$ cat src/rtl/memory_arbiter.sv
// memory_arbiter: two-port load/store arbiter onto one single-port RAM with a bounded hold time
// Ports: clk; reset (asynchronous, active low);
//   per port n: reqn, storen, addrn, wdatan, byteSeln in; gntn out (grant in the same cycle);
//   rvalidn/rdatan out (load data one cycle after the grant);
//   RAM side: ramAddress, ramDataWrite, ramByteSelect, ramStore, ramLoad out; ramDataRead in.
// Config: define ROUND_ROBIN_EN so that idle-state ties go to the port not served last;
//   otherwise idle-state ties always go to port 0.
`ifndef DATA_WIDTH
`define DATA_WIDTH 32
`endif
module memory_arbiter #(
  parameter int MAX_HOLD   = 4,
  parameter int DATA_WIDTH = `DATA_WIDTH
) (
  input  logic                  clk,
  input  logic                  reset,
  input  logic                  req0,
  input  logic                  req1,
  input  logic                  store0,
  input  logic                  store1,
  input  logic [DATA_WIDTH-1:0] addr0,
  input  logic [DATA_WIDTH-1:0] addr1,
  input  logic [DATA_WIDTH-1:0] wdata0,
  input  logic [DATA_WIDTH-1:0] wdata1,
  input  logic [3:0]            byteSel0,
  input  logic [3:0]            byteSel1,
  output logic                  gnt0,
  output logic                  gnt1,
  output logic                  rvalid0,
  output logic                  rvalid1,
  output logic [DATA_WIDTH-1:0] rdata0,
  output logic [DATA_WIDTH-1:0] rdata1,
  output logic [DATA_WIDTH-1:0] ramAddress,
  output logic [DATA_WIDTH-1:0] ramDataWrite,
  output logic [3:0]            ramByteSelect,
  output logic                  ramStore,
  output logic                  ramLoad,
  input  logic [DATA_WIDTH-1:0] ramDataRead
);
  localparam int HW = $clog2(MAX_HOLD + 1);
  typedef enum logic [1:0] {IDLE, OWN0, OWN1} state_t;
  state_t state_q, state_d;
  logic last_q, last_d, tag_v_q, tag_v_d, tag_p_q, tag_p_d;
  logic [HW-1:0] hold_q, hold_d;
  logic any, win, tie, hold_max, same, win_st, gnt;
  always_comb begin
    any = req0 | req1;
    hold_max = hold_q == HW'(MAX_HOLD);
`ifdef ROUND_ROBIN_EN
    tie = ~last_q;
`else
    tie = 1'b0;
`endif
    // win is the winning port id; only meaningful when any is high
    win = state_q == OWN0 ? (req0 ? req1 & hold_max : 1'b1) :
          state_q == OWN1 ? (req1 ? ~(req0 & hold_max) : 1'b0) :
          (req0 & req1 ? tie : req1);
    same = (state_q == OWN0 & ~win) | (state_q == OWN1 & win);
    win_st = win ? store1 : store0;
    state_d = ~any ? IDLE : win ? OWN1 : OWN0;
    hold_d = ~any ? hold_q : ~same ? HW'(1) : hold_max ? hold_q : hold_q + HW'(1);
    last_d = any ? win : last_q;
    tag_v_d = any & ~win_st;
    tag_p_d = win;
  end
  // grants are gated by reset so the RAM side is quiet while reset is low
  assign gnt0 = reset & any & ~win;
  assign gnt1 = reset & any & win;
  assign gnt = gnt0 | gnt1;
  assign ramStore = gnt & win_st;
  assign ramLoad = gnt & ~win_st;
  assign ramAddress = gnt ? (win ? addr1 : addr0) : '0;
  assign ramDataWrite = gnt ? (win ? wdata1 : wdata0) : '0;
  assign ramByteSelect = gnt ? (win ? byteSel1 : byteSel0) : 4'b0;
  assign rvalid0 = tag_v_q & ~tag_p_q;
  assign rvalid1 = tag_v_q & tag_p_q;
  assign rdata0 = rvalid0 ? ramDataRead : '0;
  assign rdata1 = rvalid1 ? ramDataRead : '0;
  always_ff @(posedge clk or negedge reset) begin
    if (!reset) begin
      state_q <= IDLE;
      last_q <= 1'b1;
      hold_q <= '0;
      tag_v_q <= 1'b0;
      tag_p_q <= 1'b0;
    end else begin
      state_q <= state_d;
      last_q <= last_d;
      hold_q <= hold_d;
      tag_v_q <= tag_v_d;
      tag_p_q <= tag_p_d;
    end
  end
endmodule

$ cat config.mk
export PLATFORM = sky130hd
export DESIGN_NAME = memory_arbiter
export DESIGN_NICKNAME = d
export VERILOG_FILES = /design/src/rtl/memory_arbiter.sv
export SDC_FILE = /design/constraint.sdc
export NUM_CORES = 1
export LEC_CHECK = 0
export ABC_AREA = 1
export CAP_MARGIN = 20
export CORE_AREA = 2 2 121 123
export CTS_CLUSTER_SIZE = 14
export DETAILED_ROUTE_END_ITERATION = 16
export DIE_AREA = 0 0 123 125
export PLACE_DENSITY = 0.56
export SYNTH_ARGS = -nofsm -noshare
export SYNTH_HDL_FRONTEND = slang
export SYNTH_SLANG_ARGS = --single-unit
export TNS_END_PERCENT = 100
$ cat constraint.sdc
create_clock -name clk -period 2.45 [get_ports clk]
set_clock_uncertainty 0.1 [all_clocks]
set_input_delay 0.49 -clock clk [delete_from_list [all_inputs] [get_ports clk]]
set_output_delay 0.49 -clock clk [all_outputs]
set_load 0.01 [all_outputs]
=== Word-level counts from Yosys, hierarchy flattened ===
Index checks and enable logic that the tools add are counted.

* Equal/unequal tests: 4
* Mux-type cells: 18
* Reduce and logical (&&, ||, !) cells: 1
* Bitwise gates (word level): 20
* $add $sub $neg: 1

{| class="wikitable"
|+ Operators by type and width
! operator !! count
|-
| 32-bit 2-to-1 mux || 6
|-
| 1-bit bitwise AND || 13
|-
| 4-bit 2-to-1 mux || 2
|-
| 1-bit 2-to-1 mux || 6
|-
| 3-bit 2-to-1 mux || 2
|-
| 2-bit 2-to-1 mux || 2
|-
| 1-bit inverter || 4
|-
| 3-bit by 1-bit adder with 3-bit output, second input constant || 1
|-
| 3-bit == test, second input constant || 1
|-
| 1-bit bitwise OR || 3
|-
| 2-bit by 1-bit == test with 1-bit output, second input constant || 1
|-
| 2-bit == test, second input constant || 1
|-
| 2-bit != test, second input constant || 1
|-
| 2-bit AND reduction || 1
|}

* Bits of input ports: 174
* Word-level logic and storage cells: 48
* Register bits after elaboration: 7
* Output and inout port bits: 138

=== Logic depth before layout (Yosys ltp) ===
Gate-level depths: netlist (run 1).

* Word-level depth: 11
* Gate-level depth with buffers: 11
* Mapped depth without buffers: 11

=== Worst setup path after synthesis (run 1) ===
No wires, ideal clock.

* Path kind: reg2out
* Start: reg hold_q[0]
* End: out ramLoad
* Path buffers: 1
* Data required time: 1.860 ns
* Arrival time: 1.409 ns
* Slack: 0.451 ns
* Stages on the path, launching flop included: 12
* Path through: dfrtp_1 inv_1 ha_1 nand2_2 nand3_1 nand2_1 nand2_2 nand2_4 buf_2 nand3_1 nand2_1 nor2_1

* Longest elaborated chain between the ends: 10
* Elaborated cells on any way between the ends: 15

{| class="wikitable"
|+ Ends and longest elaborated chain
! element !! RTL line !! RTL
|-
| from (decl) || 44 || <nowiki>logic [HW-1:0] hold_q, hold_d;</nowiki>
|-
| from (signal assigned) || 89 || <nowiki>hold_q <= hold_d;</nowiki>
|-
| 3-bit == test * || 48 || <nowiki>hold_max = hold_q == HW'(MAX_HOLD);</nowiki>
|-
| 1-bit bitwise AND || 56 || <nowiki>state_q == OWN1 ? (req1 ? ~(req0 & hold_max) : 1'b0) :</nowiki>
|-
| 1-bit inverter || 56 ||
|-
| 1-bit 2-to-1 mux (2 in a row) || 56 ||
|-
| 1-bit 2-to-1 mux * || 55 || <nowiki>win = state_q == OWN0 ? (req0 ? req1 & hold_max : 1'b1) :</nowiki>
|-
| 1-bit inverter || 67 || <nowiki>assign gnt0 = reset & any & ~win;</nowiki>
|-
| 1-bit bitwise AND || 67 ||
|-
| 1-bit bitwise OR || 69 || <nowiki>assign gnt = gnt0 | gnt1;</nowiki>
|-
| 1-bit bitwise AND * || 71 || <nowiki>assign ramLoad = gnt & ~win_st;</nowiki>
|-
| to (decl) || 37 || <nowiki>output logic ramLoad,</nowiki>
|}

Mark *: on every way between the ends. The rest lies on a longest branch, timed or not.

=== Final worst setup path (run 1) ===
* Start: reg hold_q[1]
* End: out ramAddress[21]

* Longest elaborated chain between the ends: 10
* Elaborated cells on any way between the ends: 14

{| class="wikitable"
|+ Ends and longest elaborated chain
! element !! RTL line !! RTL
|-
| 3-bit == test * || 48 ||
|-
| 1-bit bitwise AND || 56 ||
|-
| 1-bit inverter || 56 ||
|-
| 1-bit 2-to-1 mux (2 in a row) || 56 ||
|-
| 1-bit 2-to-1 mux * || 55 ||
|-
| 1-bit inverter || 67 ||
|-
| 1-bit bitwise AND || 67 ||
|-
| 1-bit bitwise OR || 69 ||
|-
| 32-bit 2-to-1 mux * || 72 || <nowiki>assign ramAddress = gnt ? (win ? addr1 : addr0) : '0;</nowiki>
|-
| to (decl) || 33 || <nowiki>output logic [DATA_WIDTH-1:0] ramAddress,</nowiki>
|}

Marked as above.

==> results.cfg, run 1 <==
[cells_and_area]
final_cells = 920
multi_input_area_mm2 = 0.00173
num-nets-final = 913
diodes = 0
n_fill_cell = 1478
fin_area_mm2 = 0.00609
seq_area_um2 = 175
area_growth_pct = 194
drive_gt1_share_pct = 25.4

[logic_synthesis]
synth.largest_area_cell = nand4_1
async_reset_ff_share_pct = 100
netlist_area_mm2 = 0.00207
synth_edf_count = 0
ys_ff_latch = 7
yosys.cell_types.count = 19
syn_area_per_cell_um2 = 5.17
synth_common_cells = nand2_1, nand3_1, nor2_1
post-synth-top-count-cell = nand2_1
synth_top_area_share_pct = 20.8
synthesis.nets = 577
synth_ff_type = dfrtp_1
synth_cells = 401
ys_seq_area_share_pct = 8.45
yosys_warnings = 0
synth_area_leaders = nand4_1, nand3_1, nand2_1

[sta]
max_slew_margin_pct = 78.8
final-hold-violation-count = 0
slew_violations = 0
hold_slack_ps = 557
setup_slack_ps = -23.8
max_freq_mhz = 404
rsz0062_at_grt = true
finalCritPeriodShare_pct = 101
finalSetupViolations = 8
min_period_ps = 2470
tightest_slew_ps = 318

[clock_network]
ctsHtreeMaxLevel = 1
cts_root_buf = clkbuf_16
cts_made_buffers = 3
cts_max_path_buffers = 2
clock_latency_ps = 230
cts_hold_buffers = 0
cts_tree = yes
clk_pin_slew_ps = 40
clkSinkCount = 7

[outcome]
violations = setup timing
status = finished, violations left

[die]
die_w_um = 123
io_pins = 312
coreArea_mm2 = 0.0142
die_h_um = 125
core.rowCount = 44
start_util_pct = 14.6
die_area_mm2 = 0.0154

[worst_setup_path]
max_stage_delay_ps = 390
r2r_slack_ps = 720
worst_ep_required_time_ps = 1860
path_cells = inv_2 > ha_4 > nand2_2 > nand3_2 > nand2_2 > nand2_4 > nand2_8 > nand2_8 > buf_12 > clkbuf_16 > nand3_1 > nand2_1 > buf_2
r2r_start = hold_q[1]
arrival_ps = 1880
r2r_cells = 13
end_kind = primary output
path_class = flip-flop to primary output
slowest_stage = dfrtp_1
worst-path-max-fanout = 8
reg2reg_to = tag_v_q
start_kind = flip-flop

[run]
cap_viol_max_count = 0

[power]
leakagePower_nw = 2.94
p_total_mw = 3.29
ir_drop_uv = 214
power.density_mw_per_mm2 = 540

[hold_path]
min_from = hold_q[0]
hold_path.class = flip-flop to flip-flop
holdPathStages = 3
whs_endpoint = hold_q[0]

[place]
io_buffers = 311
dp_hpwl_um = 10800
placed_area_mm2 = 0.00552
gp_congestion = 0.990
place_inst = 889
pre_cts_ws_ps = -541

[global_routing]
antenna_found_initial = 0
grt_use_total_pct = 17.1
grt_pass1_wl_um = 20800
grt_pass1_vias = 3983
overflow = 0
grt_max_degree = 33

[routing]
dr.pass1.iters = 4
wl_per_cell_um = 16.4
ant_nets = 0
viasPerCell = 4.60
drc = 0
drtIter0Drc = 248
vias = 4229
drt_wl_total_um = 15100
## state kept, by name (all words and copies together), names as in the netlist
register / cells
hold_q: 3
state_q: 2
tag_p_q: 1
tag_v_q: 1
## area by class of cell
type	count	area share (%)
Timing Repair Buffer	371	60.8
Multi-Input combinational cell	309	28.4
Tap cell	184	3.78
Inverter	45	2.90
Sequential cell	7	2.88
Clock buffer	4	1.29
## layout by cell type, fill, tap and decap left out, types with 25 or more instances in the layout
cell type,Yosys,final
nand3_2,1,27
clkdlybuf4s50_1,0,236
inv_1,43,41
nand4_1,69,69
nand2_1,77,69
buf_4,7,33
nor2_1,75,73
buf_6,5,25
buf_2,19,51
nand3_1,76,47
## metrics by stage
| step | utilization (%) | TNS, ps |
|---|---|---|
| after floorplan | - | 0 |
| after global placement | 38.8 | -33540 |
| after detailed placement | 38.8 | -35060 |
| after CTS | 39.9 | -988 |
| after global routing | 42.9 | -4180 |
| final | 42.9 | -108 |
## worst max-delay path: cells and delay by family, from the launching register on
| kind | cells | cell delay [ps] |
|---|---|---|
| fa+ha+maj | 1 | 140 |
| buf+inv | 4 | 510 |
| flops | 1 | 390 |
| simple gates | 8 | 610 |
## per-layer routing
metal | vias up | share of wire [%] | global-route usage (%)
li1 | 2022 | - | -
met2 | 252 | 52 | 32.7
met4 | 0 | 3.0 | 5.75
met3 | 27 | 9.4 | 3.65
met1 | 1928 | 36 | 18.0
met5 | - | 0 | 0
## logic make-up (layout without fill, tap and decap cells)
| kind of cell | count (synthesis) | in the layout | share of synthesized area (%) |
|---|---|---|---|
| compound gates | 1 | 1 | 0.241 |
| simple gates | 304 | 305 | 69.7 |
| fa+ha+maj | 2 | 2 | 1.21 |
| flops | 7 | 7 | 8.45 |
| buf+inv | 86 | 420 | 19.9 |
| xor+xnor | 1 | 1 | 0.423 |
## worst max path at each step
stage                   start               end  slack (ps)  depth (start not counted)
finish              hold_q[1]    ramAddress[21]         -20                         13
global route        hold_q[0]    ramAddress[29]        -120                         13
CTS                 hold_q[1]  ramDataWrite[14]        -120                         12
detailed placement       req1   ramDataWrite[7]        -540                          9
global placement         req1   ramDataWrite[7]        -530                          9
floorplan           hold_q[0]           ramLoad         450                         11
## timing repair
action / CTS / global route
pin swaps: 8 / 29
buffers inserted: 8 / 7
cloned: 8 / 7
gates resized for setup: 313 / 70
hold endpoints to repair: 0 / 0
endpoints found under the setup margin: 72 / 71
## where the power goes
group          internal (mW)  total (mW)  leakage, nW  switching (mW)
combinational           1.50        2.84         2.81            1.33
sequential             0.149       0.172       0.0856          0.0230
clock                  0.217       0.280       0.0382          0.0632
total                   1.87        3.29         2.94            1.42
Note: power is estimated with default switching activity, not from simulation.
==> run 2, diff against run 1 <==
--- a/config.mk
+++ b/config.mk
@@ -11,6 +11,7 @@
 export CTS_CLUSTER_SIZE = 14
 export DETAILED_ROUTE_END_ITERATION = 16
 export DIE_AREA = 0 0 123 125
+export GPL_ROUTABILITY_DRIVEN = 0
 export PLACE_DENSITY = 0.56
 export SYNTH_ARGS = -nofsm -noshare
 export SYNTH_HDL_FRONTEND = slang
==> results.cfg, run 2 (synthesis gave the netlist of run 1 again) <==
[sta]
max_freq_mhz = 391
slew_violations = 0
min_period_ps = 2560
finalSetupViolations = 38
tightest_slew_ps = 320
finalCritPeriodShare_pct = 104
final-hold-violation-count = 0
setup_slack_ps = -108
rsz0062_at_grt = true
max_slew_margin_pct = 78.7

[power]
leakagePower_nw = 2.97
ir_drop_uv = 214
p_int_mw = 1.90
comb_power_share_pct = 86.5
power.share.sequential_pct = 5.2
clkPwrFrac_pct = 8.3
power.density_mw_per_mm2 = 539
netSwitchingFraction_pct = 42.8
p_sw_mw = 1.42

[worst_setup_path]
max_stage_delay_ps = 390
slowest_stage = dfrtp_1
path_class = flip-flop to flip-flop
worst-path-max-fanout = 2
crit_path_frequent_cell = buf_4
worst_ep_required_time_ps = 2460
path_cells = inv_2 > ha_4 > nand2_2 > nand3_2 > nand2_2 > buf_4 > buf_6 > buf_4 > buf_4 > buf_4 > buf_4 > buf_4 > buf_4 > buf_6 > buf_6 > nand4_1 > nand3_2 > inv_2 > nor2_2
arrival_ps = 2570
end_kind = flip-flop
cp_top_family = buffers and inverters
crit_buf_inv = 12
start_kind = flip-flop

[die]
coreArea_mm2 = 0.0142
die_w_um = 123
die_area_mm2 = 0.0154
io_pins = 312
start_util_pct = 14.6
die_h_um = 125
core.rowCount = 44

[routing]
dr.pass1.iters = 4
ant_nets = 0
drtIter0Drc = 239
drc = 0
drt_wl_total_um = 15100
vias = 4231
wl_per_cell_um = 16.2
viasPerCell = 4.56

[cells_and_area]
largest_reg_flops = 3
drive_gt1_share_pct = 27.6
reg_top3 = hold_q (3), state_q (2)
num-nets-final = 921
mostFrequentLayoutCells = clkdlybuf4s50_1, nor2_1, nand4_1, nand2_1, buf_2
diodes = 0
final_common_cell = clkdlybuf4s50_1
largest_register = hold_q
final_cells = 928
area_growth_pct = 198

[place]
place_inst = 889
io_buffers = 311
pre_cts_ws_ps = -553
dp_hpwl_um = 10700

[global_routing]
grt_pass1_wl_um = 21400
grt_max_degree = 33
overflow = 0
antenna_found_initial = 0
grt_use_total_pct = 17.5
grt_pass1_vias = 4127

[clock_network]
cts_made_buffers = 3
clkSinkCount = 7
ctsHtreeMaxLevel = 1
cts_max_path_buffers = 2
clock_latency_ps = 230
cts_root_buf = clkbuf_16
cts_tree = yes
clk_pin_slew_ps = 40

[run]
cap_viol_max_count = 0

[hold_path]
hold_path.class = primary input to asynchronous set/reset pin

[outcome]
status = finished, violations left
violations = setup timing
run 2: cell types whose count changed in the layout (fill, tap and decap cells not counted), sizes merged:
cell,change
bufbuf,+1
dlymetal6s2s,-1
buf,+9
clkbuf,-1
dlygate4sd2,+1
nand2,-1
run 2: layer usage:
metal	global-route usage [%]	wire length (um)	up-vias
met4	4.34	313	0
li1	-	-	2034
met2	34.6	8140	221
met5	0	0	-
met1	18.5	5420	1954
met3	3.28	1200	22
run 2: worst register-to-register path, cell delays in order, from the launching register on:
cell and delay, ps:
dfrtp_1 390, inv_2 90, ha_4 140, nand2_2 60, nand3_2 70, nand2_2 60, buf_4 140, buf_6 100
buf_4 120, buf_4 120, buf_4 120, buf_4 120, buf_4 120, buf_4 120, buf_6 100, buf_6 100
nand4_1 120, nand3_2 130, inv_2 90, nor2_2 40
run 2: per-stage QoR:
stage | hold WS (ps) | power [mW] | util [%] | cell area (um2) | TNS [ps]
final | 297 | 3.33 | 43.4 | 6170 | -1050
after global routing | 315 | 3.55 | 43.4 | 6170 | -4740
after CTS | 299 | 3.23 | 41.8 | 5940 | -1490
after detailed placement | 513 | 2.53 | 39.0 | 5540 | -34880
after global placement | 482 | 2.50 | 39.0 | 5540 | -32710
after floorplan | 94.4 | 1.14 | - | 2070 | 0
run 2: final timing paths:
path	start	to	slack, ps	cells past startpoint
hold / removal	reset	hold_q[2]	300	2
max in group asynchronous	reset	hold_q[1]	1830	2
min in group clk	hold_q[2]	hold_q[2]	510	2
setup / recovery	hold_q[1]	hold_q[1]	-110	19
hold reg to reg	hold_q[2]	hold_q[2]	510	2
setup reg to reg	hold_q[1]	hold_q[1]	-110	19
run 2: cell type report:
class	count	area [um2]
Fill cell	1432	8030
Timing Repair Buffer	380	3770
Multi-Input combinational cell	308	1740
Tap cell	184	230
Inverter	45	176
Sequential cell	7	175
Clock buffer	4	78.8
run 2: what timing repair did:
action	4_1_cts	5_1_grt
buffers inserted	27	4
endpoints found under the setup margin	72	83
gates cloned	8	4
hold buffers	0	0
pin swaps	15	40
gates resized for setup	337	56
run 2: power groups by stage:
| stage | combinational, mW | clock (mW) | sequential (mW) |
|---|---|---|---|
| global placement | 2.33 | 0 | 0.168 |
| global route | 3.08 | 0.290 | 0.176 |
| finish | 2.88 | 0.277 | 0.173 |
| CTS | 2.77 | 0.284 | 0.171 |
| detailed placement | 2.36 | 0 | 0.169 |
| floorplan | 0.970 | 0 | 0.165 |
==> run 3, diff against run 2 <==
--- a/config.mk
+++ b/config.mk
@@ -12,7 +12,8 @@
 export DETAILED_ROUTE_END_ITERATION = 16
 export DIE_AREA = 0 0 123 125
 export GPL_ROUTABILITY_DRIVEN = 0
-export PLACE_DENSITY = 0.56
+export PLACE_DENSITY_LB_ADDON = 0.2
+export SLEW_MARGIN = 10
 export SYNTH_ARGS = -nofsm -noshare
 export SYNTH_HDL_FRONTEND = slang
 export SYNTH_SLANG_ARGS = --single-unit
==> results.cfg, run 3 (synthesis gave the netlist of run 1 again) <==
[outcome]
status = finished, violations left
violations = setup timing

[worst_setup_path]
end_kind = primary output
arrival_ps = 1900
path_class = flip-flop to primary output
reg2reg_to = hold_q[1]
r2r_cells = 18
r2r_start = hold_q[0]
r2r_slack_ps = 90
worst-path-max-fanout = 15
start_kind = flip-flop
worst_ep_required_time_ps = 1860

[global_routing]
antenna_found_initial = 0
grt_use_total_pct = 16.1
grt_max_degree = 48
grt_pass1_wl_um = 20000
overflow = 0
grt_pass1_vias = 3978

[power]
leakagePower_nw = 2.94
power.density_mw_per_mm2 = 544
ir_drop_uv = 233

[clock_network]
cts_made_buffers = 3
cts_root_buf = clkbuf_16
clock_latency_ps = 230
clk_pin_slew_ps = 40
ctsHtreeMaxLevel = 1
cts_max_path_buffers = 2
clkSinkCount = 7
cts_tree = yes

[routing]
dr.pass1.iters = 4
wl_per_cell_um = 15.9
ant_nets = 0
drt_wl_total_um = 14600
drtIter0Drc = 131
viasPerCell = 4.55
vias = 4162
drc = 0

[sta]
max_freq_mhz = 402
max_slew_margin_pct = 78.2
min_period_ps = 2490
setup_slack_ps = -40.0
finalCritPeriodShare_pct = 102
slew_violations = 0
final-hold-violation-count = 0
tightest_slew_ps = 327
finalSetupViolations = 8
rsz0062_at_grt = true

[run]
cap_viol_max_count = 0

[cells_and_area]
area_growth_pct = 204
fin_area_mm2 = 0.00630
final_common_cell = clkdlybuf4s50_1
mostFrequentLayoutCells = clkdlybuf4s50_1, nor2_1, nand4_1, nand2_1
final_core_util_pct = 44.3
final_cells = 915
diodes = 0
drive_gt1_share_pct = 30.4
largest_register = hold_q
largest_reg_flops = 3
num-nets-final = 908
reg_top3 = hold_q (3), state_q (2)

[die]
coreArea_mm2 = 0.0142
io_pins = 312
die_area_mm2 = 0.0154
die_w_um = 123
die_h_um = 125
start_util_pct = 14.6
core.rowCount = 44

[place]
placed_area_mm2 = 0.00544
place_inst = 877
io_buffers = 311
dp_hpwl_um = 10100

[hold_path]
hold_path.class = primary input to asynchronous set/reset pin
[run 3: how the worst max path moves through the flow]
stage                         start          endpoint  cells after the start
after floorplan           hold_q[0]           ramLoad                     11
after global placement         req0  ramDataWrite[16]                      8
after detailed placement       req0  ramDataWrite[16]                      8
after CTS                 hold_q[1]         hold_q[2]                     20
after global routing      hold_q[1]           ramLoad                     14
final                     hold_q[0]  ramDataWrite[16]                     13
[run 3: where the power goes]
part / internal [mW] / total (mW) / switching (mW)
logic: 1.59 / 2.98 / 1.38
clock network: 0.217 / 0.280 / 0.0634
registers: 0.149 / 0.171 / 0.0226
[run 3: stage by stage]
stage               hold slack [ps]  TNS, ps  setup slack (ps)  power, mW
floorplan                      94.4        0               451       1.14
global placement                466   -33810              -534       2.40
detailed placement              516   -35790              -543       2.41
CTS                             316     -195             -99.8       3.05
global route                    326    -4860              -136       3.65
finish                          323     -138             -40.0       3.43
[run 3: final cells by class]
type                            instances  area [um2]
Inverter                               45         171
Fill cell                            1438        7910
Clock buffer                            4        78.8
Sequential cell                         7         175
Tap cell                              184         230
Multi-Input combinational cell        308        1910
Timing Repair Buffer                  367        3730
[run 3: critical path, cell delays in order, from the launching register on]
cell     delay, ps
dfrtp_1        360
inv_2           60
ha_4           160
nand2_2         70
nand3_2         70
nand2_2         90
nand2_2         60
nand2_4        110
nand2_8         80
buf_4          150
buf_12         140
nand3_1         70
nand2_1         80
buf_2          150
[run 3: what timing repair did]
| action | in CTS | in global routing |
|---|---|---|
| hold buffers | 0 | 0 |
| resized for setup | 318 | 110 |
| gates cloned | 9 | 5 |
| pin swaps | 7 | 36 |
| setup buffers | 22 | 1 |
| setup endpoints to repair | 72 | 75 |
[run 3: routing by layer]
layer	vias up	track usage [%]	wire, um
met5	-	0	0
met4	0	4.28	302
met3	19	3.24	1200
met2	220	32.7	7970
met1	1915	16.1	5090
li1	2008	-	-
